--- src/rtl/wb_pkg.sv ---
// Shared Wishbone definitions for the core-side bus fabric.
package wb_pkg;

  // Grant state; the encoding is the one-hot owner reported on grant_o.
  typedef enum logic [1:0] {
    IDLE = 2'b00,
    GNT0 = 2'b01,
    GNT1 = 2'b10
  } wb_grant_e;

  localparam int unsigned WB_DATA_W = 32;
  localparam int unsigned WB_SEL_W  = WB_DATA_W / 8;

endpackage

--- src/rtl/wb_rr_pick.sv ---
// Two-input winner picker: round-robin on last_grant, or fixed m0 priority.
module wb_rr_pick #(
  parameter int FIXED_PRIO = 0
) (
  input  logic [1:0] req,
  input  logic       last_grant,   // 0 = m0 won last, 1 = m1 won last
  output logic [1:0] winner
);

  // One-hot winner; ties go to m0 when fixed, else to whoever did not win last.
  always_comb begin
    winner = '0;
    unique case (req)
      2'b01:   winner = 2'b01;
      2'b10:   winner = 2'b10;
      2'b11:   winner = ((FIXED_PRIO != 0) || last_grant) ? 2'b01 : 2'b10;
      default: winner = '0;
    endcase
  end

endmodule

--- src/rtl/wb_arbiter_2m.sv ---
// Two-master Wishbone classic arbiter; ownership held for a whole cyc burst.
module wb_arbiter_2m
  import wb_pkg::*;
#(
  parameter int ADDR_WIDTH = 32,
  parameter int DATA_WIDTH = 32,
  parameter int FIXED_PRIO = 0
) (
  input  logic                    clk,
  input  logic                    reset,
  input  logic                    m0_cyc_i,
  input  logic                    m0_stb_i,
  input  logic                    m0_we_i,
  input  logic [ADDR_WIDTH-1:0]   m0_adr_i,
  input  logic [DATA_WIDTH-1:0]   m0_dat_i,
  input  logic [DATA_WIDTH/8-1:0] m0_sel_i,
  output logic                    m0_ack_o,
  output logic [DATA_WIDTH-1:0]   m0_dat_o,
  input  logic                    m1_cyc_i,
  input  logic                    m1_stb_i,
  input  logic                    m1_we_i,
  input  logic [ADDR_WIDTH-1:0]   m1_adr_i,
  input  logic [DATA_WIDTH-1:0]   m1_dat_i,
  input  logic [DATA_WIDTH/8-1:0] m1_sel_i,
  output logic                    m1_ack_o,
  output logic [DATA_WIDTH-1:0]   m1_dat_o,
  output logic                    s_cyc_o,
  output logic                    s_stb_o,
  output logic                    s_we_o,
  output logic [ADDR_WIDTH-1:0]   s_adr_o,
  output logic [DATA_WIDTH-1:0]   s_dat_o,
  output logic [DATA_WIDTH/8-1:0] s_sel_o,
  input  logic                    s_ack_i,
  input  logic [DATA_WIDTH-1:0]   s_dat_i,
  output logic [1:0]              grant_o
);

  wb_grant_e  state, state_nxt;
  logic       last_grant;
  logic [1:0] pick;

  wb_rr_pick #(.FIXED_PRIO(FIXED_PRIO)) u_pick (
    .req        ({m1_cyc_i, m0_cyc_i}),
    .last_grant (last_grant),
    .winner     (pick)
  );

  // State register; last_grant remembers the owner of the most recent grant.
  always_ff @(posedge clk) begin
    if (reset) begin
      state      <= IDLE;
      last_grant <= 1'b1;
    end else begin
      state <= state_nxt;
      if (state_nxt == GNT0 && state != GNT0) last_grant <= 1'b0;
      else if (state_nxt == GNT1 && state != GNT1) last_grant <= 1'b1;
    end
  end

  // Next owner: hold for the burst, hand over directly if the other is waiting.
  always_comb begin
    state_nxt = state;
    unique case (state)
      IDLE: begin
        if (pick[0])      state_nxt = GNT0;
        else if (pick[1]) state_nxt = GNT1;
        else              state_nxt = IDLE;
      end
      GNT0: begin
        if (!m0_cyc_i) state_nxt = m1_cyc_i ? GNT1 : IDLE;
      end
      GNT1: begin
        if (!m1_cyc_i) state_nxt = m0_cyc_i ? GNT0 : IDLE;
      end
      default: state_nxt = IDLE;
    endcase
  end

  // Bus mux from the registered owner; cyc/stb also gated by the owner's live cyc.
  always_comb begin
    s_cyc_o  = 1'b0;
    s_stb_o  = 1'b0;
    s_we_o   = 1'b0;
    s_adr_o  = '0;
    s_dat_o  = '0;
    s_sel_o  = '0;
    m0_ack_o = 1'b0;
    m1_ack_o = 1'b0;
    unique case (state)
      GNT0: begin
        s_cyc_o  = m0_cyc_i;
        s_stb_o  = m0_stb_i & m0_cyc_i;
        s_we_o   = m0_we_i;
        s_adr_o  = m0_adr_i;
        s_dat_o  = m0_dat_i;
        s_sel_o  = m0_sel_i;
        m0_ack_o = s_ack_i;
      end
      GNT1: begin
        s_cyc_o  = m1_cyc_i;
        s_stb_o  = m1_stb_i & m1_cyc_i;
        s_we_o   = m1_we_i;
        s_adr_o  = m1_adr_i;
        s_dat_o  = m1_dat_i;
        s_sel_o  = m1_sel_i;
        m1_ack_o = s_ack_i;
      end
      default: ;
    endcase
  end

  assign grant_o  = state;
  assign m0_dat_o = s_dat_i;
  assign m1_dat_o = s_dat_i;

endmodule

--- config.mk ---
export PLATFORM = sky130hd
export DESIGN_NAME = wb_arbiter_2m
export DESIGN_NICKNAME = d
export VERILOG_FILES = /design/src/rtl/wb_pkg.sv /design/src/rtl/wb_rr_pick.sv /design/src/rtl/wb_arbiter_2m.sv
export SDC_FILE = /design/constraint.sdc
export NUM_CORES = 1
export LEC_CHECK = 0
export BUFFER_PORTS_ARGS = -buffer_cell sky130_fd_sc_hd__buf_2
export CAP_MARGIN = 20
export CORE_AREA = 2 2 122 124
export DETAILED_ROUTE_END_ITERATION = 10
export DIE_AREA = 0 0 124 126
export SYNTH_ARGS = -nofsm -noshare
export SYNTH_HDL_FRONTEND = slang
export SYNTH_SLANG_ARGS = --single-unit
--- constraint.sdc ---
create_clock -name clk -period 1.3 [get_ports clk]
set_input_delay 0.13 -clock clk [delete_from_list [all_inputs] [get_ports clk]]
set_output_delay 0.13 -clock clk [all_outputs]
set_load 0.01 [all_outputs]
==> After elaboration in Yosys (flattened, before gate mapping) <==
Cells that the tools add are included.
W data, S select, Z words.
{ "word_totals": {"ff_bits": 3} }
{ "op_classes": {"bitwise": 2, "n_eq_ne": 9, "n_reduce_logical": 4, "mux": 19} }
{ "op_table": {"columns": ["cell", "n"], "rows": [
  ["$pmux W32 S2", 2],
  ["$mux W2", 6],
  ["$pmux W2 S3", 2],
  ["$eq A2 B2 Y1 const B", 4],
  ["$pmux W4 S2", 1],
  ["$eq A2 B1 Y1 const B", 3],
  ["$pmux W1 S2", 3],
  ["$mux W1", 5],
  ["$and A1 B1 Y1", 2],
  ["$logic_and A1 B1 Y1", 2],
  ["$logic_not A2 Y1", 1],
  ["$ne A2 B1 Y1 const B", 1],
  ["$ne A2 B2 Y1 const B", 1],
  ["$reduce_bool A2 Y1", 1]
]} }

==> Depth between registers and ports, before layout <==
{ "logic_depth": {"ltp_word": 9, "depth_mapped": 7, "mapped_depth_nobuf": 6} }

==> Hierarchy <==
Synthesis repeated with hierarchy kept, for this count alone.
{ "hier_totals": {"cells_unflattened": 261, "area_unflattened_um2": 1850.5} }
{ "modules_own_cells": {"columns": ["module", "seq_area_each_um2", "area_each_um2", "cells_each", "instances"], "rows": [
  ["wb_arbiter_2m", 60.1, 1831.8, 258, 1],
  ["wb_rr_pick", 0.0, 18.8, 3, 1]
]} }

==> Least setup slack after synthesis <==
OpenSTA, ideal clock, no wires.
{ "synth_path": {"path_kind": "flip-flop to flip-flop", "from": "reg state[0] (netlist: grant_o[0])", "to": "reg last_grant", "arrival_time_ns": 1.328, "path_stages_with_launch": 8, "path_slack_ns": -0.149, "path_buffers": 1, "path_cell_list": "dfxtp_1 > inv_1 > ha_1 > buf_2 > nand3_1 > o221ai_2 > a211oi_2 > o21ai_2"} }
{ "synth_via": {"elab_chain_len": 5, "elab_cells_between_ends": 14, "classes_between": "eq/ne: 6; mux: 4; reduce/logical: 4"} }
{ "synth_rtl": {"columns": ["element", "line", "source"], "rows": [
  ["from (decl)", "wb_arbiter_2m.sv:38", "wb_grant_e state, state_nxt;"],
  ["from (signal assigned)", "wb_arbiter_2m.sv:54", "state <= state_nxt;"],
  ["$eq A2 B2 Y1, or another cell as far along", "wb_arbiter_2m.sv:63", "unique case (state)"],
  ["$pmux W2 S3", "wb_arbiter_2m.sv:63", null],
  ["$eq A2 B1 Y1 or $eq A2 B2 Y1 (tied branches)", "wb_arbiter_2m.sv:55, wb_arbiter_2m.sv:56", null],
  ["$logic_and A1 B1 Y1 (on tied branches)", "wb_arbiter_2m.sv:55, wb_arbiter_2m.sv:56", null],
  ["$mux W1 or $reduce_bool A2 Y1 (tied branches)", null, null],
  ["to (signal assigned)", "wb_arbiter_2m.sv:52", "last_grant <= 1'b1;"],
  ["to (signal assigned)", "wb_arbiter_2m.sv:55", "if (state_nxt == GNT0 && state != GNT0) last_grant <= 1'b0;"],
  ["to (signal assigned)", "wb_arbiter_2m.sv:56", "else if (state_nxt == GNT1 && state != GNT1) last_grant <= 1'b1;"],
  ["to (decl)", "wb_arbiter_2m.sv:39", "logic last_grant;"]
]} }
Several ways; a longest one is shown, not always the timed one.
A chain may end at the register's enable or synchronous reset.

==> Worst setup path in the final report <==
{ "layout_path": {"from": "reg state[1] (netlist: grant_o[1])", "to": "out s_dat_o[28]"} }
{ "layout_via": {"elab_chain_len": 2, "elab_cells_between_ends": 3, "classes_between": "eq/ne: 2; mux: 1"} }
{ "layout_rtl": {"columns": ["element", "line", "source"], "rows": [
  ["$eq A2 B2 Y1 or $eq A2 B1 Y1 (tied branches)", "wb_arbiter_2m.sv:89", "unique case (state)"],
  ["$pmux W32 S2 (*)", "wb_arbiter_2m.sv:89", null],
  ["to (decl)", "wb_arbiter_2m.sv:31", "output logic [DATA_WIDTH-1:0] s_dat_o,"]
]} }
Mark *: on every way between the ends. The rest lies on a longest branch, timed or not.

==> results.md <==
- Status: complete, but fails checks
- Failing checks: setup timing
- Num CTS Buffers: 3
- CTS max path bufs: 2
- Unrepaired setup endpoints after global routing: true
- Initial DRC count: 45
- Unique cell type count in the Yosys netlist: 23
- Utilization after layout: 0.286
- Fmax: 611 MHz
- WS Path Type: flip-flop to primary output
- First-pass GRT wire length: 12.6 mm
- Die area: 15,600 um2
- Net Sw Frac: 0.359
- CTS tree: yes
- Cell Chain, Critical Path: inv_4 -> ha_4 -> buf_8 -> clkbuf_16 -> nor2b_2 -> buf_2
- Tmin final: 1.64 ns
- Number of placed instances, taps included: 595
- Share of cells above drive strength 1: 0.916
- Starting Density: 0.129
- Drt pass-1 iters: 4
- Layout Nets: slightly above 600
- Hold Startpoint: reset
- Antenna Cells: 0
- Die height: 126 um
- Core area: approximately 14,000 um2
- CP Launch Type: flip-flop
- Largest net degree at the start of global routing: 36
- Most common cell after layout, fill and taps aside: buf_2
- Capturing point of the worst reg2reg path: grant_o[0]
- Routed via count: between 2,000 and 3,000
- R2R cell count: 7
- Register bit count reported by yosys: 3
- Layout Cells excl Fill: 622
- Post-DR vias/cell: 4.19
- Reg-to-reg startpoint: grant_o[0]
- CP Launch Point: grant_o[1]
- Max-slew violations: 0
- Part of the cycle the worst path needs: 1.26
- Fin worst setup slack: -0.336 ns
- GP Congestion: approximately 0.71
- Grt total ovfl: 0
- Netlist Area Pre-Place: 1840 um2
- Antenna violations before repair: 0
- Overall Global Routing Usage: 0.104
- Crit path capture type: primary output
- Post-DP HPWL: between 6 and 7 mm
- Clock skew: ~0.00018 ns
- Die width: 124 um
- P&R area growth vs syn: 122%
- Power Total: 2.83 mW
- Num ports: 316
- Slowest CP cell: dfxtp_4
- CP required: 1.17 ns
- Crit path arrival time: 1.51 ns
- Critical path depth: 6
- Pleak: around 1.8 nW
- Synth warn: 0
- Commonest cells after routing, fill and taps aside: 197 x buf_2, 48 x a22oi_2, 47 x nor2b_2
- Sequential share of the synthesized area: 0.0326
- P_sw: 1.01 mW
- Internal power: between 1.5 and 2 mW
- Worst Hold Class: primary input to flip-flop
- CTS Root Buffer Type: clkbuf_16
- Syn_nets: 440
- Number of buffer and inverter stages on the critical path: 4
- Row cnt: 44
- Worst stage delay on the critical path: roughly 0.37 ns
- ANT nets after route: 0
- Max VDD drop: between 0.0003 and 0.0004 V
- H-tree depth: 1
- Final hold vios: 0
- Slew @ Worst Pin: 0.290 ns
- Power per cell area: 690 nW/um2
- Final setup fails: between 70 and 80
- Max-cap viol count: 0
- Sequential power share: 0.042
- Syn Inst Count: 259
- Cts hold-fix bufs: 0
- Power share of the combinational group: 0.786
- Vias in the first global route: 2,510
- I/O Buffers: between 200 and 250
- Pre-CTS setup slack: -0.196 ns
- Crit path max-delay family: buffers and inverters
- CTS clk-pin slew, worst paths: 0.03 ns
- Worst reg2reg setup slack: -0.21 ns
- TritonCTS sink count: 3
- Largest fanout on the critical path: 8
- Clk_lat worst skew: ~0.22 ns
- Slew HR: 0.806
- Synthesized area per cell: ~7.1 um2
- Drt wl/cell: 16.0 um
- DRC: 0
- Worst setup path end: s_dat_o[28]
- Total Routed Length: around 10 mm
- Clock share of power: 0.172
worst min-delay path by stage:
stage,slack [ns],depth (start not counted),end
after floorplan,0.19,1,grant_o[0]
after global placement,0.26,0,m0_dat_o[21]
after detailed placement,0.26,0,m0_dat_o[21]
after CTS,0.15,2,grant_o[1]
after global routing,0.17,2,grant_o[1]
final,0.15,2,grant_o[1]
flip-flops by register name (all words and copies together), names as in the netlist:
signal / cells
grant_o: 2
last_grant: 1
worst reg2reg max path: cells and delay by family, from the launching register on:
kind,cells,cell delay (ns)
and+or+nand+nor,1,0.15
DFF,1,0.36
buffers and inverters,3,0.29
adders and majority gates,1,0.18
AOI/OAI and AO/OA,2,0.41
per-layer routing:
metal  share of wire  vias to the layer above  wire [um]  track usage
met5               0                        -          0            0
met4           0.020                        0        198       0.0311
met1            0.36                     1200       3630        0.109
met2            0.54                      155       5370        0.207
met3           0.078                       35        778       0.0149
li1                -                     1218          -            -
cell usage after synthesis:
cell type | number | area, um2
a211oi_2 | 1 | 12.5
a21boi_1 | 1 | 7.51
a22o_1 | 2 | 17.5
a22oi_1 | 69 | 518
and2_1 | 2 | 12.5
and2_2 | 2 | 15.0
buf_2 | 13 | 65.1
buf_4 | 67 | 503
clkbuf_1 | 7 | 26.3
dfxtp_1 | 3 | 60.1
ha_1 | 4 | 50.1
inv_1 | 3 | 11.3
mux2i_1 | 1 | 10.0
nand2_1 | 2 | 7.51
nand3_1 | 3 | 15.0
nor2_1 | 2 | 7.51
nor2b_1 | 69 | 432
nor3_1 | 1 | 5.00
nor3b_2 | 2 | 25.0
o211ai_1 | 1 | 7.51
o21ai_0 | 2 | 10.0
o21ai_2 | 1 | 8.76
o221ai_2 | 1 | 15.0
power groups by stage:
stage / registers, mW / clock network (mW) / logic, mW
after floorplan: 0.119 / 0 / 0.949
after global placement: 0.116 / 0 / 1.32
after detailed placement: 0.116 / 0 / 1.32
after CTS: 0.119 / 0.493 / 1.84
after global routing: 0.122 / 0.505 / 2.38
final: 0.120 / 0.485 / 2.22
cells by family (layout without fill, tap and decap cells):
logic type               Yosys count  count (layout)  synth area share
AND/OR/NAND/NOR                   83              83             0.282
buffers and inverters             90             269             0.329
adder cells (fa/ha/maj)            4               4            0.0272
flip-flops                         3               3            0.0326
multiplexers                       1               1           0.00543
AO/OA/AOI/OAI                     78              78             0.324
cell type report:
class | count | area [um2]
repair buffers | 262 | 1950
flip-flops and latches | 3 | 67.6
inverters | 3 | 16.3
multi-input cells | 166 | 1750
clock buffers | 4 | 78.8
fillers | 1530 | 10200
well taps | 184 | 230
per-stage QoR:
stage | TNS, ns | instance area, um2 | hold WS [ns]
3_5_place_dp | -9.63 | 3000 | 0.260
6_report | -22.78 | 4100 | 0.153
3_3_place_gp | -8.73 | 3000 | 0.260
2_1_floorplan | -0.968 | 2060 | 0.191
5_1_grt | -26.98 | 4100 | 0.165
4_1_cts | -22.37 | 3610 | 0.153
what timing repair did:
action,CTS,global route
pin swaps,5,5
setup buffers,7,2
setup endpoints to repair,76,76
cloned,8,6
gates resized for setup,61,63
Power figures use the tool's default switching activity.
